File: config.mk
export PLATFORM = sky130hd
export DESIGN_NAME = reg_bus_bridge
export DESIGN_NICKNAME = d
export VERILOG_FILES = /design/src/rtl/reg_bus_pkg.sv /design/src/rtl/reg_bus_bridge_sat_counter.sv /design/src/rtl/reg_bus_bridge.sv
export SDC_FILE = /design/constraint.sdc
export NUM_CORES = 1
export LEC_CHECK = 0
export CAP_MARGIN = 20
export CORE_UTILIZATION = 45
export DETAILED_ROUTE_END_ITERATION = 8
export PLACE_DENSITY = 0.77
export SLEW_MARGIN = 10
export SYNTH_ARGS = -nofsm -noshare
export SYNTH_HDL_FRONTEND = slang
export SYNTH_HIERARCHICAL = 1
export SYNTH_SLANG_ARGS = --single-unit
File: constraint.sdc
create_clock -name CLK -period 1.89 [get_ports CLK]
set_input_delay 0.2835 -clock CLK [delete_from_list [all_inputs] [get_ports CLK]]
set_output_delay 0.2835 -clock CLK [all_outputs]
set_load 0.005 [all_outputs]
File: src/rtl/reg_bus_pkg.sv
// Shared definitions for the register-map bus bridge and the register map it drives.
package reg_bus_pkg;

  typedef enum logic [1:0] {
    IDLE   = 2'd0,
    ACCESS = 2'd1,
    RESP   = 2'd2
  } state_e;

  localparam int unsigned REG_BUS_AW       = 3;
  localparam int unsigned REG_BUS_DW       = 2;
  localparam int unsigned REG_BUS_NUM_REGS = 2;

endpackage

File: src/rtl/reg_bus_bridge_sat_counter.sv
// Saturating up-counter with asynchronous active-low clear.
module sat_counter #(
  parameter int unsigned W = 8
) (
  input  logic         clk,
  input  logic         rst_n,
  input  logic         inc,
  output logic [W-1:0] cnt
);

  logic [W-1:0] cnt_q;
  logic [W-1:0] cnt_d;

  always_comb begin
    cnt_d = cnt_q;
    if (inc && (cnt_q != '1)) cnt_d = cnt_q + W'(1);
  end

  always_ff @(posedge clk or negedge rst_n) begin
    if (!rst_n) cnt_q <= '0;
    else        cnt_q <= cnt_d;
  end

  assign cnt = cnt_q;

endmodule

File: src/rtl/reg_bus_bridge.sv
// Valid/ready request/response front end that issues single-cycle READ/WRITE strobes
// to the register map; one transaction in flight, out-of-range addresses return an error.
module reg_bus_bridge
  import reg_bus_pkg::*;
#(
  parameter int unsigned AW       = REG_BUS_AW,
  parameter int unsigned DW       = REG_BUS_DW,
  parameter int unsigned NUM_REGS = REG_BUS_NUM_REGS,
  parameter int unsigned ECW      = 8
) (
  input  logic           CLK,
  input  logic           RST,
  input  logic           REQ_VALID,
  output logic           REQ_READY,
  input  logic           REQ_WRITE,
  input  logic [AW-1:0]  REQ_ADDR,
  input  logic [DW-1:0]  REQ_WDATA,
  output logic           RSP_VALID,
  input  logic           RSP_READY,
  output logic [DW-1:0]  RSP_RDATA,
  output logic           RSP_ERR,
  output logic           WRITE,
  output logic           READ,
  output logic [AW-1:0]  ADDR,
  output logic [DW-1:0]  WRITE_DATA,
  input  logic [DW-1:0]  READ_DATA,
  output logic [ECW-1:0] ERR_CNT
);

  state_e        state_q,     state_d;
  logic          req_ready_q, req_ready_d;
  logic          wr_stb_q,    wr_stb_d;
  logic          rd_stb_q,    rd_stb_d;
  logic [AW-1:0] addr_q,      addr_d;
  logic [DW-1:0] wdata_q,     wdata_d;
  logic          err_q,       err_d;
  logic          rsp_valid_q, rsp_valid_d;
  logic          rsp_err_q,   rsp_err_d;
  logic [DW-1:0] rsp_rdata_q, rsp_rdata_d;
  logic          addr_err;

  assign addr_err = ({1'b0, REQ_ADDR} >= (AW+1)'(NUM_REGS));

  // Strobes are decided at accept time so they are registered outputs during ACCESS.
  always_comb begin
    state_d     = state_q;
    req_ready_d = 1'b0;
    wr_stb_d    = 1'b0;
    rd_stb_d    = 1'b0;
    addr_d      = addr_q;
    wdata_d     = wdata_q;
    err_d       = err_q;
    rsp_valid_d = rsp_valid_q;
    rsp_err_d   = rsp_err_q;
    rsp_rdata_d = rsp_rdata_q;
    unique case (state_q)
      IDLE: begin
        req_ready_d = 1'b1;
        if (REQ_VALID && req_ready_q) begin
          state_d     = ACCESS;
          req_ready_d = 1'b0;
          addr_d      = REQ_ADDR;
          wdata_d     = REQ_WDATA;
          err_d       = addr_err;
          wr_stb_d    = !addr_err && REQ_WRITE;
          rd_stb_d    = !addr_err && !REQ_WRITE;
        end
      end
      ACCESS: begin
        state_d     = RESP;
        rsp_valid_d = 1'b1;
        rsp_err_d   = err_q;
        rsp_rdata_d = rd_stb_q ? READ_DATA : '0;
      end
      RESP: begin
        if (RSP_READY) begin
          state_d     = IDLE;
          req_ready_d = 1'b1;
          rsp_valid_d = 1'b0;
          rsp_err_d   = 1'b0;
          rsp_rdata_d = '0;
        end
      end
      default: state_d = IDLE;
    endcase
  end

  always_ff @(posedge CLK or negedge RST) begin
    if (!RST) begin
      state_q     <= IDLE;
      req_ready_q <= 1'b0;
      wr_stb_q    <= 1'b0;
      rd_stb_q    <= 1'b0;
      addr_q      <= '0;
      wdata_q     <= '0;
      err_q       <= 1'b0;
      rsp_valid_q <= 1'b0;
      rsp_err_q   <= 1'b0;
      rsp_rdata_q <= '0;
    end else begin
      state_q     <= state_d;
      req_ready_q <= req_ready_d;
      wr_stb_q    <= wr_stb_d;
      rd_stb_q    <= rd_stb_d;
      addr_q      <= addr_d;
      wdata_q     <= wdata_d;
      err_q       <= err_d;
      rsp_valid_q <= rsp_valid_d;
      rsp_err_q   <= rsp_err_d;
      rsp_rdata_q <= rsp_rdata_d;
    end
  end

  sat_counter #(.W(ECW)) u_err_cnt (
    .clk   (CLK),
    .rst_n (RST),
    .inc   ((state_q == ACCESS) && err_q),
    .cnt   (ERR_CNT)
  );

  assign REQ_READY  = req_ready_q;
  assign WRITE      = wr_stb_q;
  assign READ       = rd_stb_q;
  assign ADDR       = addr_q;
  assign WRITE_DATA = wdata_q;
  assign RSP_VALID  = rsp_valid_q;
  assign RSP_ERR    = rsp_err_q;
  assign RSP_RDATA  = rsp_rdata_q;

endmodule
-- Yosys cells after proc, flatten, opt, wreduce, memory -nomap -nowiden
Cells that the tools add are included.
- bits in writable memories: 0
- memories kept: 0
- latch bits: 0
- flip-flop bits (word level): 23
- memory bits (read-only): 0
- multiplexer cells: 15
- bitwise logic cells: 0
- div/mod/pow operators: 0
- reduce and logical (&&, ||, !) cells: 12
- order comparisons: 1
- shift operators: 0
- add/subtract/negate cells: 1
- equality and inequality tests: 5
- $mul: 0
- operators with widths (cell ; count):
    adder 8 x 1 -> 8 bit, second input constant ; 1
    != test 8 bit, second input constant ; 1
    two-way mux 1 bit ; 7
    two-way mux 2 bit ; 3
    one-hot mux 1 bit (2 select lines) ; 3
    one-hot mux 2 bit (3 select lines) ; 1
    AND reduction 2 bit ; 3
    logical AND 1 bit ; 5
    != test 2 bit, second input constant ; 2
    one-hot mux 2 bit (2 select lines) ; 1
    >= comparator 3 x 2 -> 1 bit, second input constant ; 1
    equality test 2 x 1 -> 1 bit, second input constant ; 1
    equality test 2 bit, second input constant ; 1
    zero test 1 bit ; 2
    zero test 2 bit ; 1
    nonzero test 2 bit ; 1

-- Longest topological paths before layout
Gate-level depths: netlist of run 1.
- word-level depth: 5
- gate-level depth with buffers: 6
- gate-level depth less buffers: 5

-- Modules after synthesis
The synthesis of run 1 kept the hierarchy.
- by module, submodules not included (module ; area an instance (um2) ; instances ; cells an instance):
    reg_bus_bridge ; 679.4 ; 1 ; 48
    sat_counter ; 407.9 ; 1 ; 34

-- Worst setup path after synthesis of run 1
No wires, ideal clock.
- path kind: register -> register
- start point: reg state_q[1]
- end point: reg u_err_cnt.cnt_q[5], in the netlist u_err_cnt/cnt[5]
- setup time: 0.125 ns
- cell stages (with the launch flop): 7
- data arrival time: 1.616 ns
- buffers on the path: 1
- clock period less this slack: 1.742 ns
- slack: 0.148 ns
- cells stage by stage: dfrtp_1 buf_2 nand2b_1 nor2_1 and4_4 nand3_2 mux2_4
- word-level cells in the longest chain between the ends: 3
- RTL lines (item ; RTL line ; text):
    start: declaration ; reg_bus_bridge.sv:30 ; state_e state_q, state_d;
    start signal: assignment ; reg_bus_bridge.sv:101 ; state_q <= state_d;
    equality test 2 x 1 -> 1 bit ; reg_bus_bridge.sv:117 ; .inc ((state_q == ACCESS) && err_q),
    logical AND 1 bit ; reg_bus_bridge.sv:117 ;
    logical AND 1 bit ; reg_bus_bridge_sat_counter.sv:16 ; if (inc && (cnt_q != '1)) cnt_d = cnt_q + W'(1);
    end signal: assignment ; reg_bus_bridge_sat_counter.sv:21 ; else cnt_q <= cnt_d;
    end: declaration ; reg_bus_bridge_sat_counter.sv:11 ; logic [W-1:0] cnt_q;
Every way passes these cells.
A chain may end at the register's enable or synchronous reset.

-- Final worst setup path of run 1
Ends and elaborated chain as after synthesis.

==> impl_results.md, run 1 <==
* Slew Viols, Final at 0
* Post-Syn Area at 1087 um2
* # Post-CTS Setup Buffers at 0
* Total clock sinks at 23
* Total gr overflow at 0
* Ant diodes at 0
* RSZ-0062 raised after global routing: false
* Post-synthesis cell type count at 36
* Crit path kind: reg -> reg
* Setup crit start kind: flop
* IO Port Bufs at 31
* Crit share post-route at 88.86%
* Non-Filler Instances at between 100 and 150
* # Max-Cap Violations at 0
* Max Freq at between 500 and 600 MHz
* Starting DRT DRC Count at 12
* TritonCTS clock tree: yes
* Routed WL at roughly 2200 um
* Syn Nets at 95
* Ratio of cells with drive above 1 in the final layout at around 19%
* R2R cell count at 5
* Core Footprint at 2255 um2
* Leak pwr at approximately 0.62 nW
* Register area share after synthesis at 52.93%
* Die width at 51.16 um
* Largest net degree at the start of global routing at 24
* Die Area at roughly 2600 um2
* Setup ws final at between 200 and 250 ps
* Core Rows at 17
* CTS clk-pin slew, worst paths at 120 ps
* Fin util at 64.82%
* Dpl ws at about 230 ps
* Clk root buf: clkbuf_4
* Least-Margin Pin Slew at between 300 and 400 ps
* Post-route minimum period at 1679 ps
* Power Dens Cells at 1326 nW/um2
* Worst Path Arrival at about 1900 ps
* Post-DP HPWL at around 1600 um
* IR drop worst, VDD at 744.8 uV
* Worst Setup SP: state_q[1]$_DFFE_PN0P_
* Register bit total from synthesis at 23
* Final setup TNS at 0 ps
* Die Y at 51.16 um
* ANT nets after route at 0
* HP Class: in -> async
* Final net count at 132
* Setup crit end kind: flop
* Clk_lat worst skew at between 300 and 400 ps
* Synthesis Warnings at 6
* Area leader, netlist: dfrtp_1
* Routed WL per cell at approximately 15 um
* Clock skew at approximately 0.98 ps
* Tot GR Track Use at approximately a fifth
* CTS Buf Count at 3
* First-pass GRT wire length at around 3700 um
* Max-slew headroom at about four fifths
* CTS-repair resized insts at 0
* Dominant cells by area after synthesis: dfrtp_1, mux2_4, a21boi_0
* RePlAce Congestion at approximately 0.78
* Vias at approximately 800
* Area grow syn2layout at 34.41%
* Number of global-route vias before repair at ~800
* Setup violators final at 0
* Run status: complete, no violations
* Initial Utilization at roughly 48%
* Yosys top cell area share at 52.93%
* CP required at 2100 ps
* Via density at approximately 5.5
* DRC at 0
* I/O Pins at 32
* Post-Syn Instances at 82
* 1st-pass router iterations at 4
* Total power at roughly 1.9 mW
* Hold Buf Count CTS at 0
* Placed cell count at 142
* CTS max path bufs at 2
* Worst Path Max Fanout at 5
* Avg Cell Area, Syn at approximately 13 um2
* Initial antenna violation count at 0
* Final Hold Fails at 0
* Depth of the CTS H-tree at 1
* Reg-to-reg startpoint: state_q[1]$_DFFE_PN0P_
metal layers:
metal  vias to the layer above  wire length (um)  GRT usage [%]
met5                         -                 0              0
met4                         0                50          11.11
met3                         5                94          3.571
met2                        22              1103          33.11
met1                       402               939          24.04
li1                        376                 -              -
power breakdown:
| part | total (mW) | switching [mW] | internal (mW) | leakage (nW) |
|---|---|---|---|---|
| logic | 0.881 | 0.299 | 0.583 | 0.321 |
| registers | 0.827 | 0.154 | 0.673 | 0.288 |
| clock network | 0.229 | 0.146 | 0.0826 | 0.0150 |
| total | 1.94 | 0.599 | 1.34 | 0.625 |
worst max-delay path: stages, from the launching register on:
cell and delay (ps):
dfrtp_1 390, nand2b_1 200, nor2_1 290, and4_4 310, nand3_2 90, mux2_4 300
cells by family (layout without fill, tap and decap cells):
family                   after synthesis  in the layout  synth area share, %
XOR/XNOR                               2              2                1.611
buffers and inverters                  6             42                3.567
multiplexers                           9              9                11.28
AO/OA/AOI/OAI                         20             20                15.42
AND/OR/NAND/NOR                       21             21                14.04
flip-flops                            23             23                52.93
adder cells (fa/ha/maj)                1              1                1.151
metrics by stage:
step / instance area, um2 / hold WS, ps
floorplan: 1087 / -12.09
global placement: 1435 / 487.3
detailed placement: 1435 / 500.4
CTS: 1461 / 305.2
global route: 1461 / 310.8
finish: 1461 / 297.9
final cells by class:
cell class                 instances  area (um2)
fill                             194       793.3
sequential                        23       575.6
multi-input combinational         53       473.0
timing repair buffer              35       340.3
tap                               28       35.03
clock buffer                       4       26.28
inverter                           3       11.26
final timing paths:
check / endpoint / slack (ps)
setup / recovery: u_err_cnt/cnt[5]$_DFFE_PN0P_ / 210
hold / removal: u_err_cnt/cnt[0]$_DFFE_PN0P_ / 300
setup reg to reg: u_err_cnt/cnt[5]$_DFFE_PN0P_ / 210
hold reg to reg: REQ_READY$_DFF_PN0_ / 520
max in group asynchronous: u_err_cnt/cnt[5]$_DFFE_PN0P_ / 1370
min in group CLK: REQ_READY$_DFF_PN0_ / 520
sequential cells by signal (all words and copies together) (netlist names):
signal and cells:
WRITE 1, state_q 2, WRITE_DATA 2, ADDR 3, err_q 1, RSP_RDATA 2
REQ_READY 1, RSP_ERR 1, u_err_cnt/cnt 8, READ 1, RSP_VALID 1
Yosys cell counts:
library cell  count
a21boi_0          5
a21oi_1           2
a311oi_1          1
a311oi_2          1
a31oi_1           2
a41oi_1           2
and2_1            2
and3_1            1
and3_4            1
and3b_1           1
and4_4            1
buf_2             1
buf_6             2
dfrtp_1          23
ha_1              1
inv_1             3
mux2_1            1
mux2_2            1
mux2_4            6
mux2i_1           1
nand2_1           1
nand2b_1          4
nand3_1           2
nand3_2           1
nand4_1           1
nor2_1            3
nor2b_1           1
nor3_1            1
nor4bb_4          1
o211ai_1          1
o21a_1            1
o21ai_2           1
o221a_2           3
o22a_1            1
xnor2_1           1
xor2_1            1
layout by cell type (no fill, tap or decap), drive strengths merged, types with 2 or more instances in the layout:
cell           netlist  final
a31oi                2      2
a311oi               2      2
nor2                 3      3
nand2b               4      4
and2                 2      2
nand3                3      3
o221a                3      3
a21oi                2      2
dfrtp               23     23
inv                  3      3
a21boi               5      5
buf                  3      4
clkdlybuf4s50        0     31
a41oi                2      2
mux2                 8      8
and3                 2      2
clkbuf               0      4
Note: power is estimated with default switching activity, not from simulation.
==> run 2: changes to the inputs <==
CORE_UTILIZATION = 46   (was 45)
PLACE_DENSITY = 0.78   (was 0.77)
clock period = 1.61 ns   (was 1.89 ns; I/O delays follow)
==> run 2 against run 1 <==
Effect of this change: final cell count increased by 0.68%; sequential power increased by 19%; largest cell class unchanged; highest routed layer unchanged; clock power grew 9.6%; critical endpoint is now ERR_CNT[6].
==> impl_results.md, run 2 (synthesized netlist as in run 1, its figures left out) <==
* CTS Buf Count at 3 (unchanged)
* Filler cell count at 178 (-8.2%)
* I/O Pins at 32 (unchanged)
* Depth of the CTS H-tree at 1 (unchanged)
* Setup violators final at 0 (unchanged)
* Worst Setup SP: u_err_cnt/cnt[6]$_DFFE_PN0P_
* IO Port Bufs at 31 (unchanged)
* Ant diodes at 0 (unchanged)
* Most frequent cells in the layout: clkdlybuf4s50_1, dfrtp_1, mux2_4
* Final Hold Fails at 0 (unchanged)
* Post-route minimum period at 1529 ps
* RePlAce Congestion at 0.7865 (+0.77%)
* # Max-Cap Violations at 0 (unchanged)
* Leak pwr at 0.6262 nW (+0.26%)
* Slew Viols, Final at 0 (unchanged)
* Ratio of cells with drive above 1 in the final layout at 25.21% (+5.7 points)
* Number of global-route vias before repair at 815 (+2.4%)
* Total gr overflow at 0 (unchanged)
* Max reg flops at 8 (unchanged)
* TritonCTS clock tree: yes
* CP top delay family: buffers and inverters
* Clk root buf: clkbuf_4
* CP required at 1370 ps (-730 ps)
* Die width at 50.62 um (-1.1%)
* Worst Path Max Fanout at 8 (+3)
* Largest net degree at the start of global routing at 24 (unchanged)
* Tot GR Track Use at 19.68% (-0.20 points)
* First-pass GRT wire length at 3650 um (-0.35%)
* Crit share post-route at around 95%
* Power Dens Cells at 1554 nW/um2 (+17%)
* Max-slew headroom at 80.63% (+2.3 points)
* Multi-input logic area at 488.0 um2 (+3.2%)
* HP Class: in -> async
* Total clock sinks at 23 (unchanged)
* Core Rows at 17 (unchanged)
* Die Y at 50.62 um (-1.1%)
* Fin util at 67.31% (+2.5 points)
* Die Area at 2562 um2 (-2.1%)
* Clock skew at 5.819 ps (+4.840 ps)
* Final net count at 133 (+0.76%)
* Run status: complete, no violations
* Final setup TNS at 0 ps (unchanged)
* Via density at 5.401 (-2.0%)
* Slowest CP cell: clkdlybuf4s50_1
* Vias at 794 (-1.4%)
* Seq. cell area at 580.6 um2 (+0.87%)
* Critical Path, Cell by Cell: clkdlybuf4s50_1
* 1st-pass router iterations at 4 (unchanged)
* Worst Path Arrival at 1290 ps (-600 ps)
* Routed WL per cell at 14.73 um (-1.7%)
* Crit-path max cell delay at 530 ps (+140 ps)
* Starting DRT DRC Count at 5 (-7)
* Initial Utilization at 49.15% (+0.93 points)
* Setup crit start kind: flop
* RSZ-0062 raised after global routing: false
* Area grow syn2layout at 36.94%
* Least-Margin Pin Slew at 290.5 ps (-33.59 ps)
* Crit path kind: reg -> out
* Setup crit end kind: primary output
* CTS clk-pin slew, worst paths at 120 ps (about the same)
* Reg-to-reg startpoint: state_q[0]$_DFFE_PN0P_
* ANT nets after route at 0 (unchanged)
* Initial antenna violation count at 0 (unchanged)
* Post-DP HPWL at 1629 um (+1.1%)
* Max Freq at about 650 MHz
* Clk_lat worst skew at 300 ps (about the same)
* Hold Buf Count CTS at 0 (unchanged)
* Worst path bufs/invs at 1 (+1)
* IR drop worst, VDD at 809.0 uV (+8.6%)
* DRC at 0 (unchanged)
* Commonest non-fill, non-tap cell in the layout: clkdlybuf4s50_1
* Routed WL at 2165 um (-1.0%)
* CTS max path bufs at 2 (unchanged)
* Core Footprint at 2212 um2 (-1.9%)
run 2: cell types whose count changed in the layout (fill, tap and decap cells not counted):
| cell | delta |
|---|---|
| dfrtp_1 | -4 |
| nand2b_4 | +1 |
| nor2_1 | -1 |
| dfrtp_2 | +4 |
| nor2_4 | +1 |
| nand2b_1 | -1 |
| buf_4 | +1 |
run 2: report_power, final:
group          switching (mW)  total [mW]  internal (mW)
logic                   0.362        1.08          0.715
clock network           0.155       0.251         0.0964
registers               0.190       0.986          0.796
run 2: what timing repair did:
action / in CTS / in global routing
setup buffers: 0 / 1
hold endpoints to repair: 0 / 0
cloned: 0 / 0
resized for setup: 1 / 3
setup endpoints to repair: 1 / 4
run 2: worst paths after layout:
| check | depth (start not counted) | end | slack (ps) |
|---|---|---|---|
| worst min-delay path | 2 | u_err_cnt/cnt[2]$_DFFE_PN0P_ | 290 |
| worst max-delay path | 1 | ERR_CNT[6] | 80 |
| max in group asynchronous | 2 | u_err_cnt/cnt[7]$_DFFE_PN0P_ | 1080 |
| min in group CLK | 1 | REQ_READY$_DFF_PN0_ | 510 |
| worst min register to register | 1 | REQ_READY$_DFF_PN0_ | 510 |
| worst max register to register | 5 | u_err_cnt/cnt[5]$_DFFE_PN0P_ | 80 |
run 2: cell type report:
class | instances | share of cell area, %
clock buffer | 4 | 1.765
sequential | 23 | 38.99
multi-input combinational | 53 | 32.77
timing repair buffer | 36 | 23.36
tap | 28 | 2.353
inverter | 3 | 0.7563
run 2: worst register-to-register path, stage by stage (launching register included):
cell	delay [ps]
dfrtp_1	490
nand2b_4	110
nor2_4	170
and4_4	270
nand3_2	90
mux2_4	300
run 2: per-stage QoR:
step                      setup WS [ps]  total power, mW  hold slack [ps]  cells  instance area (um2)
final                             81.31            2.314            289.3    147                 1489
after detailed placement          38.43            2.061            494.5    142                 1450
after global placement            53.10            2.012            487.9    142                 1450
after floorplan                   23.53            1.547           -54.09     82                 1102
after global routing              8.148            2.476            297.7    147                 1489
after CTS                         31.30            2.321            288.2    146                 1478
run 2: per-layer routing:
metal,GRT usage (%),share of wire [%]
met5,0,0
met4,6.944,0.79
met3,3.333,3.6
met2,35.33,52
met1,23.44,44
==> run 3: changes to the inputs <==
CORE_UTILIZATION = 49   (was 46)
PLACE_DENSITY = 0.82   (was 0.78)
clock period = 1.9 ns   (was 1.61 ns; I/O delays follow)
==> run 3 against run 2 <==
Effect of this change: utilization increased by 4.9 points; combinational power decreased by 20%; clock power decreased by 14%; critical path depth increased by 4; largest cell class unchanged; flip-flop and latch count unchanged.
==> impl_results.md, run 3 (synthesized netlist as in run 1, its figures left out) <==
* Clock skew at 3.442 ps (-2.377 ps)
* Slowest CP cell: dfrtp_1
* Depth of the CTS H-tree at 1 (unchanged)
* Sequential Power Share at 43.2% (+0.6 points)
* Die Y at 49.11 um (-3.0%)
* Run status: complete, no violations
* Setup crit start kind: flop
* # Max-Cap Violations at 0 (unchanged)
* Multi-input logic area at 473.0 um2 (-3.1%)
* Max-slew headroom at 76.37% (-4.3 points)
* Number of global-route vias before repair at 764 (-6.3%)
* TritonCTS clock tree: yes
* Core Rows at 16 (-1)
* Die width at 49.11 um (-3.0%)
* Routed WL per cell at 13.72 um (-6.8%)
* IO Port Bufs at 31 (unchanged)
* Slew Viols, Final at 0 (unchanged)
* Ant diodes at 0 (unchanged)
* Seq. cell area at 575.6 um2 (-0.86%)
* Least-Margin Pin Slew at 353.2 ps (+62.69 ps)
* Leak pwr at 0.6246 nW (-0.26%)
* Largest net degree at the start of global routing at 24 (unchanged)
* 1st-pass router iterations at 3 (-1)
* Routed WL at 1990 um (-8.1%)
* Sw Share at 30.12% (-0.42 points)
* Worst path bufs/invs at 0 (-1)
* # Post-CTS Setup Buffers at 0 (unchanged)
* Core Footprint at 2022 um2 (-8.6%)
* Die Area at 2411 um2 (-5.9%)
* HP Class: in -> async
* Clk_lat worst skew at 300 ps (about the same)
* Ratio of cells with drive above 1 in the final layout at 19.49% (-5.7 points)
* Tot GR Track Use at 19.12% (-0.56 points)
* Total clock sinks at 23 (unchanged)
* Post-DP HPWL at 1468 um (-9.8%)
* First-pass GRT wire length at 3512 um (-3.8%)
* Setup violators final at 0 (unchanged)
* IR drop worst, VDD at 861.2 uV (+6.5%)
* Clock share of power at 11.3% (+0.5 points)
* Worst Path Max Fanout at 5 (-3)
* Final hold slack at 313.6 ps (+24.32 ps)
* Switch Pwr at 0.5734 mW (-19%)
* Vias at 785 (-1.1%)
* Commonest non-fill, non-tap cell in the layout: clkdlybuf4s50_1
* Max reg flops at 8 (unchanged)
* Fin util at 72.22% (+4.9 points)
* Via density at 5.414 (+0.23%)
* CTS max path bufs at 2 (unchanged)
* ANT nets after route at 0 (unchanged)
* Hold Buf Count CTS at 0 (unchanged)
* Initial antenna violation count at 0 (unchanged)
* Worst Path Arrival at 1920 ps (+630 ps)
* Reg-to-reg startpoint: state_q[1]$_DFFE_PN0P_
* Crit share post-route at 90.63%
* RSZ-0062 raised after global routing: false
* Initial Utilization at 53.77% (+4.6 points)
* Critical Path, Cell by Cell: nand2b_1, nor2_1, and4_4, nand3_2, mux2_4
* Final Hold Fails at 0 (unchanged)
* Area after DPL at 1434 um2 (-1.1%)
* Post-route minimum period at about 1700 ps
* P_int at 1.331 mW (-17%)
* Final setup TNS at 0 ps (unchanged)
* Final net count at 132 (-0.75%)
* Setup crit end kind: flop
* CTS-repair resized insts at 0 (-1)
* Worst Setup SP: state_q[1]$_DFFE_PN0P_
* Total gr overflow at 0 (unchanged)
* Most frequent cells in the layout: clkdlybuf4s50_1, dfrtp_1, mux2_4
* Max Freq at 580.7 MHz
* DRC at 0 (unchanged)
* RePlAce Congestion at 0.7272 (-7.5%)
* CP top delay family: simple AND/OR/NAND/NOR gates
* CTS clk-pin slew, worst paths at 120 ps (about the same)
* Area grow syn2layout at 34.29%
* Starting DRT DRC Count at 16 (+11)
* CP required at 2100 ps (+730 ps)
* Clk root buf: clkbuf_4
* CTS Buf Count at 3 (unchanged)
* Filler cell count at 146 (-18%)
* Crit-path max cell delay at 390 ps (-140 ps)
* I/O Pins at 32 (unchanged)
* Crit path kind: reg -> reg
* Post-route cell area at 1460 um2 (-1.9%)
* Power share of the combinational group at 45.5% (-1.1 points)
* Power Dens Cells at 1304 nW/um2 (-16%)
-- run 3: power by group through the flow --
| stage | sequential (mW) | clock [mW] | combinational [mW] |
|---|---|---|---|
| floorplan | 0.825 | 0 | 0.460 |
| global placement | 0.817 | 0 | 0.852 |
| detailed placement | 0.827 | 0 | 0.877 |
| CTS | 0.822 | 0.223 | 0.881 |
| global route | 0.854 | 0.245 | 0.941 |
| finish | 0.822 | 0.215 | 0.867 |
-- run 3: worst paths after layout --
check | to | slack [ps] | depth (start not counted)
setup / recovery | u_err_cnt/cnt[5]$_DFFE_PN0P_ | 180 | 5
hold / removal | u_err_cnt/cnt[4]$_DFFE_PN0P_ | 310 | 2
setup reg to reg | u_err_cnt/cnt[5]$_DFFE_PN0P_ | 180 | 5
hold reg to reg | REQ_READY$_DFF_PN0_ | 520 | 1
max in group asynchronous | ADDR[0]$_DFFE_PN0P_ | 1370 | 2
min in group CLK | REQ_READY$_DFF_PN0_ | 520 | 1
-- run 3: area by class of cell --
cell class	instances	area share [%]
clock buffers	4	1.799
repair buffers	35	23.31
flip-flops and latches	23	39.42
inverters	3	0.7712
multi-input cells	53	32.39
well taps	27	2.314
-- run 3: per-layer routing --
layer | track usage (%) | wire length [um] | part of all wire, % | vias up
li1 | - | - | - | 381
met1 | 25.46 | 899 | 45 | 381
met2 | 30.82 | 981 | 49 | 21
met3 | 2.492 | 96 | 4.8 | 2
met4 | 8.824 | 13 | 0.65 | 0
met5 | 0 | 0 | 0 | -
-- run 3: worst reg2reg max path: stages (launching register included) --
cell and delay (ps):
dfrtp_1 390, nand2b_1 210, nor2_1 320, and4_4 320, nand3_2 90, mux2_4 300
-- run 3: through the flow --
| step | setup WS (ps) | total power, mW | instances |
|---|---|---|---|
| 5_1_grt | 47.26 | 2.041 | 145 |
| 2_1_floorplan | 158.4 | 1.284 | 82 |
| 3_5_place_dp | 202.0 | 1.704 | 141 |
| 6_report | 178.0 | 1.904 | 145 |
| 4_1_cts | 185.6 | 1.926 | 145 |
| 3_3_place_gp | 241.5 | 1.669 | 141 |
